File: src/rtl/scheduler_pkg.sv
// Shared types for the sample scheduler: FSM state encoding, sample width,
// and a saturating counter helper.
package scheduler_pkg;

  localparam int SAMPLE_W = 16;
  localparam int OVR_W    = 16;

  typedef enum logic [2:0] {
    IDLE,
    ADC_START,
    ADC_ARM,
    ADC_WAIT,
    PROC,
    DAC_START,
    DAC_ARM,
    DAC_WAIT
  } sched_state_t;

  function automatic logic [OVR_W-1:0] sat_inc(input logic [OVR_W-1:0] v);
    return (v == {OVR_W{1'b1}}) ? v : v + OVR_W'(1);
  endfunction

endpackage

File: src/rtl/period_timer.sv
// Sample-rate timebase: tick_o high for the cycle where count == PERIOD-1.
// Combinational tick from the registered count; enable_i low holds count at 0.
module period_timer #(
  parameter int PERIOD = 50
) (
  input  logic clk_i,
  input  logic reset_ni,
  input  logic enable_i,
  output logic tick_o
);

  localparam int            CW   = $clog2(PERIOD);
  localparam logic [CW-1:0] LAST = CW'(PERIOD - 1);

  logic [CW-1:0] count;

  always_ff @(posedge clk_i) begin
    if (!reset_ni) begin
      count <= '0;
    end else if (!enable_i || count == LAST) begin
      count <= '0;
    end else begin
      count <= count + CW'(1);
    end
  end

  assign tick_o = enable_i && (count == LAST);

endmodule

File: src/rtl/sample_scheduler.sv
// Sequences one sample period ADC -> PLL -> DAC with overrun and watchdog status.
// All outputs registered; adc_start_o one cycle after tick, dac_start_o two after result.
module sample_scheduler
  import scheduler_pkg::*;
#(
  parameter int PERIOD = 50,
  parameter int WDOG   = 255
) (
  input  logic                clk_i,
  input  logic                reset_ni,
  input  logic                enable_i,
  input  logic                bypass_i,
  output logic                adc_start_o,
  input  logic                adc_idle_i,
  input  logic [SAMPLE_W-1:0] adc_data_i,
  output logic [SAMPLE_W-1:0] sample_o,
  output logic                sample_valid_o,
  input  logic [SAMPLE_W-1:0] result_i,
  input  logic                result_valid_i,
  output logic                dac_start_o,
  output logic [SAMPLE_W-1:0] dac_data_o,
  input  logic                dac_idle_i,
  output logic                overrun_o,
  output logic [OVR_W-1:0]    overrun_cnt_o,
  output logic                fault_o,
  output logic                busy_o
);

  localparam int              WD_W    = $clog2(WDOG + 1);
  localparam logic [WD_W-1:0] WD_LAST = WD_W'(WDOG - 1);

  sched_state_t    state, state_d;
  logic [WD_W-1:0] wdog;
  logic            tick;
  logic            abort;
  logic            capture;
  logic            result_take;

  period_timer #(.PERIOD(PERIOD)) u_timer (
    .clk_i    (clk_i),
    .reset_ni (reset_ni),
    .enable_i (enable_i),
    .tick_o   (tick)
  );

  assign capture     = (state == ADC_WAIT) && adc_idle_i;
  assign result_take = (state == PROC) && result_valid_i;

  always_comb begin
    state_d = state;
    abort   = 1'b0;
    case (state)
      IDLE:      if (tick) state_d = ADC_START;
      ADC_START: state_d = ADC_ARM;
      ADC_ARM:   if (!adc_idle_i) state_d = ADC_WAIT;
      ADC_WAIT:  if (adc_idle_i) state_d = bypass_i ? DAC_START : PROC;
      PROC:      if (result_valid_i) state_d = DAC_START;
      DAC_START: state_d = DAC_ARM;
      DAC_ARM:   if (!dac_idle_i) state_d = DAC_WAIT;
      DAC_WAIT:  if (dac_idle_i) state_d = IDLE;
      default:   state_d = IDLE;
    endcase
    // A legitimate transition on the last allowed cycle wins over the abort.
    if (state != IDLE && state_d == state && wdog == WD_LAST) begin
      abort   = 1'b1;
      state_d = IDLE;
    end
  end

  always_ff @(posedge clk_i) begin
    if (!reset_ni) begin
      state          <= IDLE;
      wdog           <= '0;
      adc_start_o    <= 1'b0;
      dac_start_o    <= 1'b0;
      sample_valid_o <= 1'b0;
      sample_o       <= '0;
      dac_data_o     <= '0;
      overrun_o      <= 1'b0;
      overrun_cnt_o  <= '0;
      fault_o        <= 1'b0;
      busy_o         <= 1'b0;
    end else begin
      state          <= state_d;
      wdog           <= (state_d != state || state_d == IDLE) ? '0 : wdog + WD_W'(1);
      busy_o         <= (state_d != IDLE);
      adc_start_o    <= (state == IDLE) && (state_d == ADC_START);
      // Delayed a cycle so dac_data_o is already stable when the writer starts.
      dac_start_o    <= (state == DAC_START);
      sample_valid_o <= capture;
      if (capture) sample_o <= adc_data_i;
      if (capture && bypass_i) begin
        dac_data_o <= adc_data_i;
      end else if (result_take) begin
        dac_data_o <= result_i;
      end
      if (tick && state != IDLE) begin
        overrun_o     <= 1'b1;
        overrun_cnt_o <= sat_inc(overrun_cnt_o);
      end
      if (abort) fault_o <= 1'b1;
    end
  end

endmodule

File: config.mk
export PLATFORM = sky130hd
export DESIGN_NAME = sample_scheduler
export DESIGN_NICKNAME = d
export VERILOG_FILES = /design/src/rtl/scheduler_pkg.sv /design/src/rtl/period_timer.sv /design/src/rtl/sample_scheduler.sv
export SDC_FILE = /design/constraint.sdc
export NUM_CORES = 1
export LEC_CHECK = 0
export CELL_PAD_IN_SITES_DETAIL_PLACEMENT = 1
export CELL_PAD_IN_SITES_GLOBAL_PLACEMENT = 1
export CORE_MARGIN = 10
export CORE_UTILIZATION = 35
export CTS_BUF_LIST = sky130_fd_sc_hd__clkbuf_8 sky130_fd_sc_hd__clkbuf_16
export CTS_CLUSTER_SIZE = 12
export DETAILED_ROUTE_END_ITERATION = 8
export PLACE_DENSITY_LB_ADDON = 0.1
export SYNTH_ARGS = -nofsm -noshare
export SYNTH_HDL_FRONTEND = slang
export SYNTH_SLANG_ARGS = --single-unit
File: constraint.sdc
create_clock -name clk_i -period 2.03 [get_ports clk_i]
set_input_delay 0.203 -clock clk_i [delete_from_list [all_inputs] [get_ports clk_i]]
set_output_delay 0.203 -clock clk_i [all_outputs]
set_load 0.01 [all_outputs]
Word-level counts from Yosys, hierarchy flattened
Cells that the tools add are included.
{"block": "op_classes", "add_sub_neg": 3, "eq_ne": 13, "muxes": 12, "bitwise": 2, "reduce_logical": 19}
{"op": "2-to-1 mux 16 bit", "count": 2}
{"op": "case mux 3 bit (8 select lines)", "count": 1}
{"op": "2-to-1 mux 3 bit", "count": 7}
{"op": "adder 16 x 1 -> 16 bit (second input constant)", "count": 1}
{"op": "== test 16 bit (second input constant)", "count": 1}
{"op": "== test 3 bit (second input constant)", "count": 4}
{"op": "adder 8 x 1 -> 8 bit (second input constant)", "count": 1}
{"op": "== test 8 bit (second input constant)", "count": 1}
{"op": "logical AND 1 bit", "count": 8}
{"op": "adder 6 x 1 -> 6 bit (second input constant)", "count": 1}
{"op": "== test 3 x 1 -> 1 bit (second input constant)", "count": 2}
{"op": "== test 3 x 2 -> 1 bit (second input constant)", "count": 2}
{"op": "== test 6 bit (second input constant)", "count": 1}
{"op": "logical NOT 3 bit", "count": 2}
{"op": "nonzero test 3 bit", "count": 2}
{"op": "OR reduction 2 bit", "count": 2}
{"op": "== test 3 bit", "count": 1}
{"op": "inequality test 3 bit", "count": 1}
{"op": "logical OR 1 bit", "count": 2}
{"op": "2-to-1 mux 1 bit", "count": 2}
{"op": "inverter 1 bit", "count": 2}
{"op": "AND reduction 2 bit", "count": 1}
{"op": "nonzero test 2 bit", "count": 1}
{"op": "logical NOT 1 bit", "count": 1}
{"block": "totals", "register_bits": 71, "in_bits": 39, "out_inout_bits": 54, "word_cells": 61}

Longest topological paths before layout
Gate-level depths: netlist of run 1.
{"block": "depth", "word_depth": 11, "ltp_mapped": 8, "ltp_nobuf": 7}

Cells and area by module
From an unflattened synthesis of run 1, not the netlist that was laid out.
{"block": "unflattened", "hier_cells": 358, "hier_area_um2": 3150.5}
{"mod": "sample_scheduler", "n_inst": 1, "cells_each": 329, "area_each_um2": 2886.5, "seq_area_each_um2": 1301.2}
{"mod": "period_timer", "n_inst": 1, "cells_each": 29, "area_each_um2": 264.0, "seq_area_each_um2": 120.1}

Worst setup path before layout of run 1
OpenSTA, ideal clock, no wires.
{"block": "synth_timing", "path_type": "reg2reg", "from": "register u_timer.count[0]", "to": "register overrun_cnt_o[15]", "setup_ns": 0.070, "t_arrival_ns": 1.800, "t_required_ns": 1.960, "slack_ns": 0.159, "path_stages_with_launch": 7, "path_buffers": 0, "period_less_slack_ns": 1.871, "cell_sequence": "dfxtp_1 -> ha_1 -> bufinv_8 -> nor4b_4 -> o2111ai_2 -> or4_1 -> a21oi_1"}
{"block": "synth_via", "elab_chain_len": 4}
{"element": "start, declared", "line": "period_timer.sv:15", "text": "logic [CW-1:0] count;"}
{"element": "start signal, assigned", "line": "period_timer.sv:23", "text": "count <= count + CW'(1);"}
{"element": "== test 6 bit", "line": "period_timer.sv:27", "text": "assign tick_o = enable_i && (count == LAST);"}
{"element": "logical AND 1 bit", "line": "period_timer.sv:27"}
{"element": "logical AND 1 bit", "line": "sample_scheduler.sv:97", "text": "if (tick && state != IDLE) begin"}
{"element": "AND reduction 2 bit (no source line)"}
{"element": "end signal, assigned", "line": "sample_scheduler.sv:99", "text": "overrun_cnt_o <= sat_inc(overrun_cnt_o);"}
{"element": "end, declared", "line": "sample_scheduler.sv:24", "text": "output logic [OVR_W-1:0] overrun_cnt_o,"}
Every way passes these cells.
A chain may end at the register's enable or synchronous reset.

Worst setup path in the final report of run 1
{"block": "layout_timing", "from": "register u_timer.count[1]", "to": "register overrun_cnt_o[11]"}
The elaborated chain is that of the path after synthesis.

==> parameters.txt, run 1 <==
Parameter                              Value

Placement
  IO buf count    92
  Placed wire-length estimate after detailed placement    7240 um
  RePlAce Congestion    0.758
  Post-placement cell area    4330 um2

Synth
  Sequential element share of the synthesized area    44.5%
  Number of synthesis warnings    0
  Cell type with the largest total area after synthesis    sky130_fd_sc_hd__dfxtp_1
  Main flop type after synthesis    sky130_fd_sc_hd__dfxtp_1
  Number of flops mapped to enable cells by yosys    0
  Register bit count reported by yosys    between 70 and 80
  Cells after Synth    357
  Post-synth design cell area    3190 um2
  Top cell type's share of synthesized area    44.5%
  Most area-consuming cells after synthesis    sky130_fd_sc_hd__dfxtp_1 (45%), sky130_fd_sc_hd__nand2_1 (5.6%), sky130_fd_sc_hd__mux2i_1 (5.3%)
  Synth Area per Inst    about 8.9 um2
  Share of flip-flops with an asynchronous set or reset after synthesis    0%
  Count of cell types in the netlist    55
  Synthesized net count    401

Floorplanning
  Ports placed on the boundary    93
  Core area    8810 um2
  Starting density of the core    36.2%
  Die height    approximately 120 um
  Num rows    34
  Horizontal die dimension    115 um
  Area enclosed by the die boundary    13300 um2

Global routing
  Total routing usage reported by global routing    14.7%
  Antenna violations before repair    0
  Total grt overflow    0
  Via count of the first global-routing pass    3115
  First-pass GRT wire length    15900 um
  Largest net degree at the start of global routing    47

Worst setup path
  Reg2reg end    overrun_cnt_o[11]$_SDFFE_PN0P_
  Launching element of the worst setup path    u_timer.count[1]$_SDFF_PP0_
  Largest fanout of any net on the critical path    4
  Worst R2R Start    u_timer.count[1]$_SDFF_PP0_
  Worst path bufs/invs    3
  Required arrival time at the worst endpoint    2.32 ns
  Cell-by-cell trace of the critical path    inv_2 -> ha_4 -> bufinv_8 -> nor4b_4 -> o2111ai_2 -> buf_4 -> or3_4 -> a21oi_2
  CP Capture Type    flop
  Type of origin of the critical path    flop
  Worst setup slack for register-to-register paths    approximately 0.09 ns
  Cell depth of the worst flop-to-flop path    8
  Kind of critical path    flop to flop
  Worst-path cell with the longest stage delay    sky130_fd_sc_hd__dfxtp_2
  Largest stage delay on the critical path    0.34 ns
  Kind of cell adding the most delay to the critical path    simple AND/OR/NAND/NOR gates
  Data arrival time of the critical path    2.22 ns

Route
  Via total after detailed routing    3023
  Post-detailed-route wirelength per cell    17.3 um
  DRC Markers    0
  Total length of routed wires    ~10000 um
  Count of antenna-violating nets left after detailed routing    0
  DR vias/cell    5.24
  Detailed-routing iteration count for the pre-antenna-repair pass    4
  1st-iter DRT viols    97

Clock network
  CTS HTree Levels    3
  Clock root buffer    sky130_fd_sc_hd__clkbuf_8
  CTS clk-pin slew, worst paths    0.09 ns
  Clock buffer depth    2
  Clock sinks    71
  Total CTS buffers    9
  Clock latency on the worst-skew pair    0.35 ns
  CTS tree    built

Min path
  Worst Hold Depth    3
  Path category of the worst min-delay check    input pin to flop
  End point of the most critical hold path    sample_o[3]$_SDFFE_PN0P_
  Startpoint of the tightest hold check path    adc_data_i[3]

STA
  Final critical delay including setup and external delays    about 1.9 ns
  Relative slew slack    67.1%
  Least-Margin Pin Slew    0.491 ns
  Final setup violating endpoints    0
  Final Hold Vio Count    0
  Clock tree skew after final layout    0.0135 ns
  Period utilisation layout    95.4%
  Fmax achieved    516 MHz
  Number of max-slew violations in the final report    0

Pwr
  Power Dens Cells    607 nW/um2
  Overall power    2.80 mW
  Peak VDD IR    375 uV
  Leakage power total    1.58 nW

Final layout
  Filler cell count    1049
  Ant diodes    0
  Finished Core Util    52.4%
  Layout cells sized above 1    13.6%
  Layout-stage area growth over the synthesis result    44.6%
  Net count reported at finish    between 500 and 600
  Post-Layout Inst Area    4620 um2

Job
  Number of maximum-capacitance constraint violations    0

Status
  Run status    finished clean
## layout by cell type, fill, tap and decap left out, types with 4 or more instances in the layout
cell,count
sky130_fd_sc_hd__clkdlybuf4s50_1,92
sky130_fd_sc_hd__dfxtp_1,68
sky130_fd_sc_hd__nand2_1,48
sky130_fd_sc_hd__nor2_1,43
sky130_fd_sc_hd__a21oi_1,26
sky130_fd_sc_hd__buf_4,20
sky130_fd_sc_hd__mux2i_1,17
sky130_fd_sc_hd__a211oi_1,17
sky130_fd_sc_hd__nand3_1,15
sky130_fd_sc_hd__o21ai_0,11
sky130_fd_sc_hd__or3_1,9
sky130_fd_sc_hd__clkbuf_8,9
sky130_fd_sc_hd__xor2_1,7
sky130_fd_sc_hd__inv_1,6
sky130_fd_sc_hd__xnor2_1,6
sky130_fd_sc_hd__and3_1,5
sky130_fd_sc_hd__nand4_1,4
sky130_fd_sc_hd__o211ai_1,4
sky130_fd_sc_hd__ha_1,4
## worst max-delay path by stage
stage                                     endpoint  slack (ns)  depth (start not counted)
floorplan           overrun_cnt_o[15]$_SDFFE_PN0P_        0.16                          6
global placement                wdog[0]$_SDFF_PP0_        0.07                          6
detailed placement              wdog[1]$_SDFF_PP0_       -0.01                          6
CTS                 overrun_cnt_o[15]$_SDFFE_PN0P_        0.02                          7
global route        overrun_cnt_o[15]$_SDFFE_PN0P_       -0.02                          7
finish              overrun_cnt_o[11]$_SDFFE_PN0P_        0.09                          8
## flip-flops by register name, summed over array words and instances, names as in the netlist
signal          count
state               3
dac_data_o         16
dac_start_o         1
sample_o           16
overrun_cnt_o      16
sample_valid_o      1
wdog                8
u_timer.count       6
busy_o              1
adc_start_o         1
overrun_o           1
fault_o             1
## synth_stat cells, drive strengths merged, types with 5 or more instances
cell,number
xnor2,6
xor2,7
dfxtp,71
nor2,44
nand2,48
and3,5
or3,10
inv,8
nand3,15
o21ai,12
ha,5
a21oi,29
mux2i,17
buf,7
a211oi,17
clkbuf,10
## worst reg2reg max path, cell delays in order, from the launching register on
cell                        delay [ns]
sky130_fd_sc_hd__dfxtp_2          0.34
sky130_fd_sc_hd__inv_2            0.07
sky130_fd_sc_hd__ha_4             0.13
sky130_fd_sc_hd__bufinv_8         0.17
sky130_fd_sc_hd__nor4b_4          0.29
sky130_fd_sc_hd__o2111ai_2        0.24
sky130_fd_sc_hd__buf_4            0.20
sky130_fd_sc_hd__or3_4            0.32
sky130_fd_sc_hd__a21oi_2          0.13
## cell type report
class | instances | area [um2] | share of cell area (%)
sequential | 71 | 1430 | 30.9
clock inverter | 7 | 97.6 | 2.11
multi-input combinational | 260 | 1700 | 36.7
tap | 108 | 135 | 2.93
inverter | 9 | 47.5 | 1.03
timing repair buffer | 113 | 1090 | 23.6
clock buffer | 9 | 124 | 2.68
## layer usage
layer  track usage (%)  vias to the layer above  share of wire [%]
li1                  -                     1481                  -
met1              17.7                     1455                 47
met2              24.7                       76                 46
met3              4.03                       11                6.5
met4              4.98                        0                1.2
met5                 0                        -                  0
## cell families after synthesis
group | share of synthesized area, %
buf+inv | 4.08
fa+ha+maj | 1.96
flops | 44.5
simple gates | 23.4
mux | 6.15
xor+xnor | 3.57
compound gates | 16.3
## where the power goes
group,internal (mW),leakage [nW],total (mW),switching [mW]
registers,1.39,0.573,1.40,0.00248
logic,0.0838,0.904,0.133,0.0493
clock network,0.694,0.105,1.27,0.581
total,2.17,1.58,2.80,0.633
## through the flow
step / hold slack [ns] / cells / setup WS (ns) / setup TNS (ns)
after floorplan: 0.317 / 357 / 0.159 / 0
after global placement: 0.441 / 558 / 0.0740 / 0
after detailed placement: 0.441 / 558 / -0.0107 / -0.0132
after CTS: 0.418 / 574 / 0.0210 / 0
after global routing: 0.433 / 577 / -0.0163 / -0.0435
final: 0.427 / 577 / 0.0925 / 0
## repair_timing
item | 4_1_cts | 5_1_grt
hold buffers | 0 | 0
gates resized for setup | 0 | 13
setup endpoints to repair | 0 | 12
buffers inserted | 0 | 3
Power figures use the tool's default switching activity.
==> run 2: changes to the inputs <==
- CORE_UTILIZATION: 35 -> 38
- clock period: 2.03 -> 2.4 ns (I/O delays scaled with it)
==> run 2 against run 1 <==
Compared with the run above: global-route usage increased by 0.82 points; design area down 2.9%; critical path type unchanged; highest routed layer unchanged; hold slack improved by 0.030 ns; worst setup slack improved by 0.22 ns; wire length is 0.46% lower; critical path depth shrank 2; non-clock buffer count decreased by 11; largest power group unchanged; maximum frequency decreased by 7.3%; clock-buffer cell count up 2; die area shrank 6.5%.
==> parameters.txt, run 2 (same netlist as run 1, synthesis figures left out) <==
Parameter                              Value

STA
  Final Hold Vio Count    0 (unchanged)
  Slack of the critical path    0.309 ns (+0.216 ns)
  Number of max-slew violations in the final report    0 (unchanged)
  Fmax achieved    478 MHz (-7.3%)
  Clock tree skew after final layout    0.00853 ns (-0.00502 ns)
  Period utilisation layout    87.1% (-8.3 points)
  Final critical delay including setup and external delays    2.09 ns (+0.154 ns)
  Total negative slack    0 ns (unchanged)
  Tightest hold margin    0.457 ns (+0.0301 ns)
  Relative slew slack    60.4% (-6.7 points)
  Final setup violating endpoints    0 (unchanged)
  Least-Margin Pin Slew    0.591 ns (+0.0999 ns)
  Unrepaired setup endpoints after global routing    no

Job
  Number of maximum-capacitance constraint violations    0 (unchanged)

Clock network
  Number of buffers inserted for hold repair after clock tree synthesis    0 (unchanged)
  CTS clk-pin slew, worst paths    0.08 ns (about the same)
  Total CTS buffers    9 (unchanged)
  Clock sinks    71 (unchanged)
  Clock root buffer    sky130_fd_sc_hd__clkbuf_8
  Clock buffer depth    2 (unchanged)
  Clock latency on the worst-skew pair    0.35 ns (about the same)
  CTS tree    built
  Post-CTS setup buffer count    0 (unchanged)
  Number of gates resized after CTS    0 (unchanged)
  CTS HTree Levels    3 (unchanged)

Worst setup path
  Largest fanout of any net on the critical path    6 (+2)
  CP Capture Type    flop
  Kind of critical path    flop to flop
  Required arrival time at the worst endpoint    2.68 ns (+0.36 ns)
  Data arrival time of the critical path    2.37 ns (+0.15 ns)
  Type of origin of the critical path    flop
  Worst R2R Start    u_timer.count[0]$_SDFF_PP0_
  Worst setup slack for register-to-register paths    0.31 ns (+0.22 ns)
  Launching element of the worst setup path    u_timer.count[0]$_SDFF_PP0_

Route
  Total length of routed wires    9920 um (-0.46%)
  Detailed-routing iteration count for the pre-antenna-repair pass    4 (unchanged)
  1st-iter DRT viols    88 (-9.3%)
  Count of antenna-violating nets left after detailed routing    0 (unchanged)
  DRC Markers    0 (unchanged)
  Via total after detailed routing    2958 (-2.2%)
  DR vias/cell    5.25 (+0.28%)
  Post-detailed-route wirelength per cell    17.6 um (+2.0%)

Floorplanning
  Horizontal die dimension    112 um (-3.3%)
  Die height    112 um (-3.3%)
  Ports placed on the boundary    93 (unchanged)
  Num rows    33 (-2.9%)
  Core area    8180 um2 (-7.2%)
  Area enclosed by the die boundary    12500 um2 (-6.5%)
  Starting density of the core    39.0% (+2.8 points)

Placement
  IO buf count    92 (unchanged)
  Placed wire-length estimate after detailed placement    7270 um (+0.47%)
  Pre-CTS setup slack    0.314 ns (+0.325 ns)
  RePlAce Congestion    0.786 (+3.7%)

Global routing
  Total grt overflow    0 (unchanged)
  Largest net degree at the start of global routing    34 (-28%)
  Antenna violations before repair    0 (unchanged)
  Total routing usage reported by global routing    15.5% (+0.82 points)
  Via count of the first global-routing pass    3029 (-2.8%)
  First-pass GRT wire length    16100 um (+1.3%)

Pwr
  Peak VDD IR    361 uV (-3.8%)
  Overall power    2.39 mW (-15%)
  Leakage power total    1.53 nW (-3.6%)
  Power Dens Cells    533 nW/um2 (-12%)

Min path
  Path category of the worst min-delay check    flop to flop
  Startpoint of the tightest hold check path    sample_o[8]$_SDFFE_PN0P_

Final layout
  Most frequent standard cell in the layout excluding fill and tap cells    sky130_fd_sc_hd__clkdlybuf4s50_1
  Ant diodes    0 (unchanged)
  Layout-stage area growth over the synthesis result    40.5%
  Layout cells sized above 1    8.95% (-4.7 points)
  Highest-count cells in the layout ignoring fill and taps    sky130_fd_sc_hd__clkdlybuf4s50_1 (92), sky130_fd_sc_hd__dfxtp_1 (71), sky130_fd_sc_hd__nand2_1 (48), sky130_fd_sc_hd__nor2_1 (43), sky130_fd_sc_hd__a21oi_1 (29)
  Largest registers    dac_data_o x16, overrun_cnt_o x16, sample_o x16
  Net count reported at finish    497 (-2.2%)

Status
  Run status    finished clean
## run 2: cell types whose count changed in the layout (fill, tap and decap cells not counted), sizes merged
| cell | delta |
|---|---|
| buf | -11 |
| clkbuf | +2 |
| clkinv | -2 |
## run 2: stage by stage
stage          area [um2]  util (%)  instances
6_report             4480      54.8        563
5_1_grt              4480      54.8        563
4_1_cts              4480      54.8        563
3_5_place_dp         4250      52.0        547
3_3_place_gp         4250      52.0        547
2_1_floorplan        3190         -        357
## run 2: worst paths after layout
kind | depth (start not counted) | endpoint
max | 6 | overrun_cnt_o[15]$_SDFFE_PN0P_
min | 2 | sample_o[8]$_SDFFE_PN0P_
max reg2reg | 6 | overrun_cnt_o[15]$_SDFFE_PN0P_
min reg2reg | 2 | sample_o[8]$_SDFFE_PN0P_
## run 2: final cells by class
type,instances,area (um2)
clock buffer,11,151
clock inverter,5,80.1
fill,962,3690
tap,105,131
sequential,71,1420
inverter,9,47.5
multi-input combinational,260,1660
timing repair buffer,102,996
## run 2: routing by layer
metal  track usage, %  vias up  routed length, um  share of wire, %
met3             4.03        9                450               4.5
met5                0        -                  0                 0
li1                 -     1454                  -                 -
met4             5.40        0                131               1.3
met2             25.4       70               4730                48
met1             19.2     1425               4620                47
## run 2: critical path: stages (launching register included)
cell and delay [ns]:
sky130_fd_sc_hd__dfxtp_1 0.37, sky130_fd_sc_hd__ha_1 0.22, sky130_fd_sc_hd__bufinv_8 0.20, sky130_fd_sc_hd__nor4b_4 0.40, sky130_fd_sc_hd__o2111ai_2 0.26, sky130_fd_sc_hd__or4_1 0.44
sky130_fd_sc_hd__a21oi_1 0.15
## run 2: power by group
group / total, mW / internal, mW / switching (mW)
Combinational: 0.107 / 0.0666 / 0.0404
Clock: 1.10 / 0.640 / 0.463
Sequential: 1.18 / 1.18 / 0.00141
Total: 2.39 / 1.89 / 0.505
==> run 3: changes to the inputs <==
- SLEW_MARGIN: not set -> 20
==> results of run 3 <==
No change in the layout: final DEF, timing and power equal those of run 2.
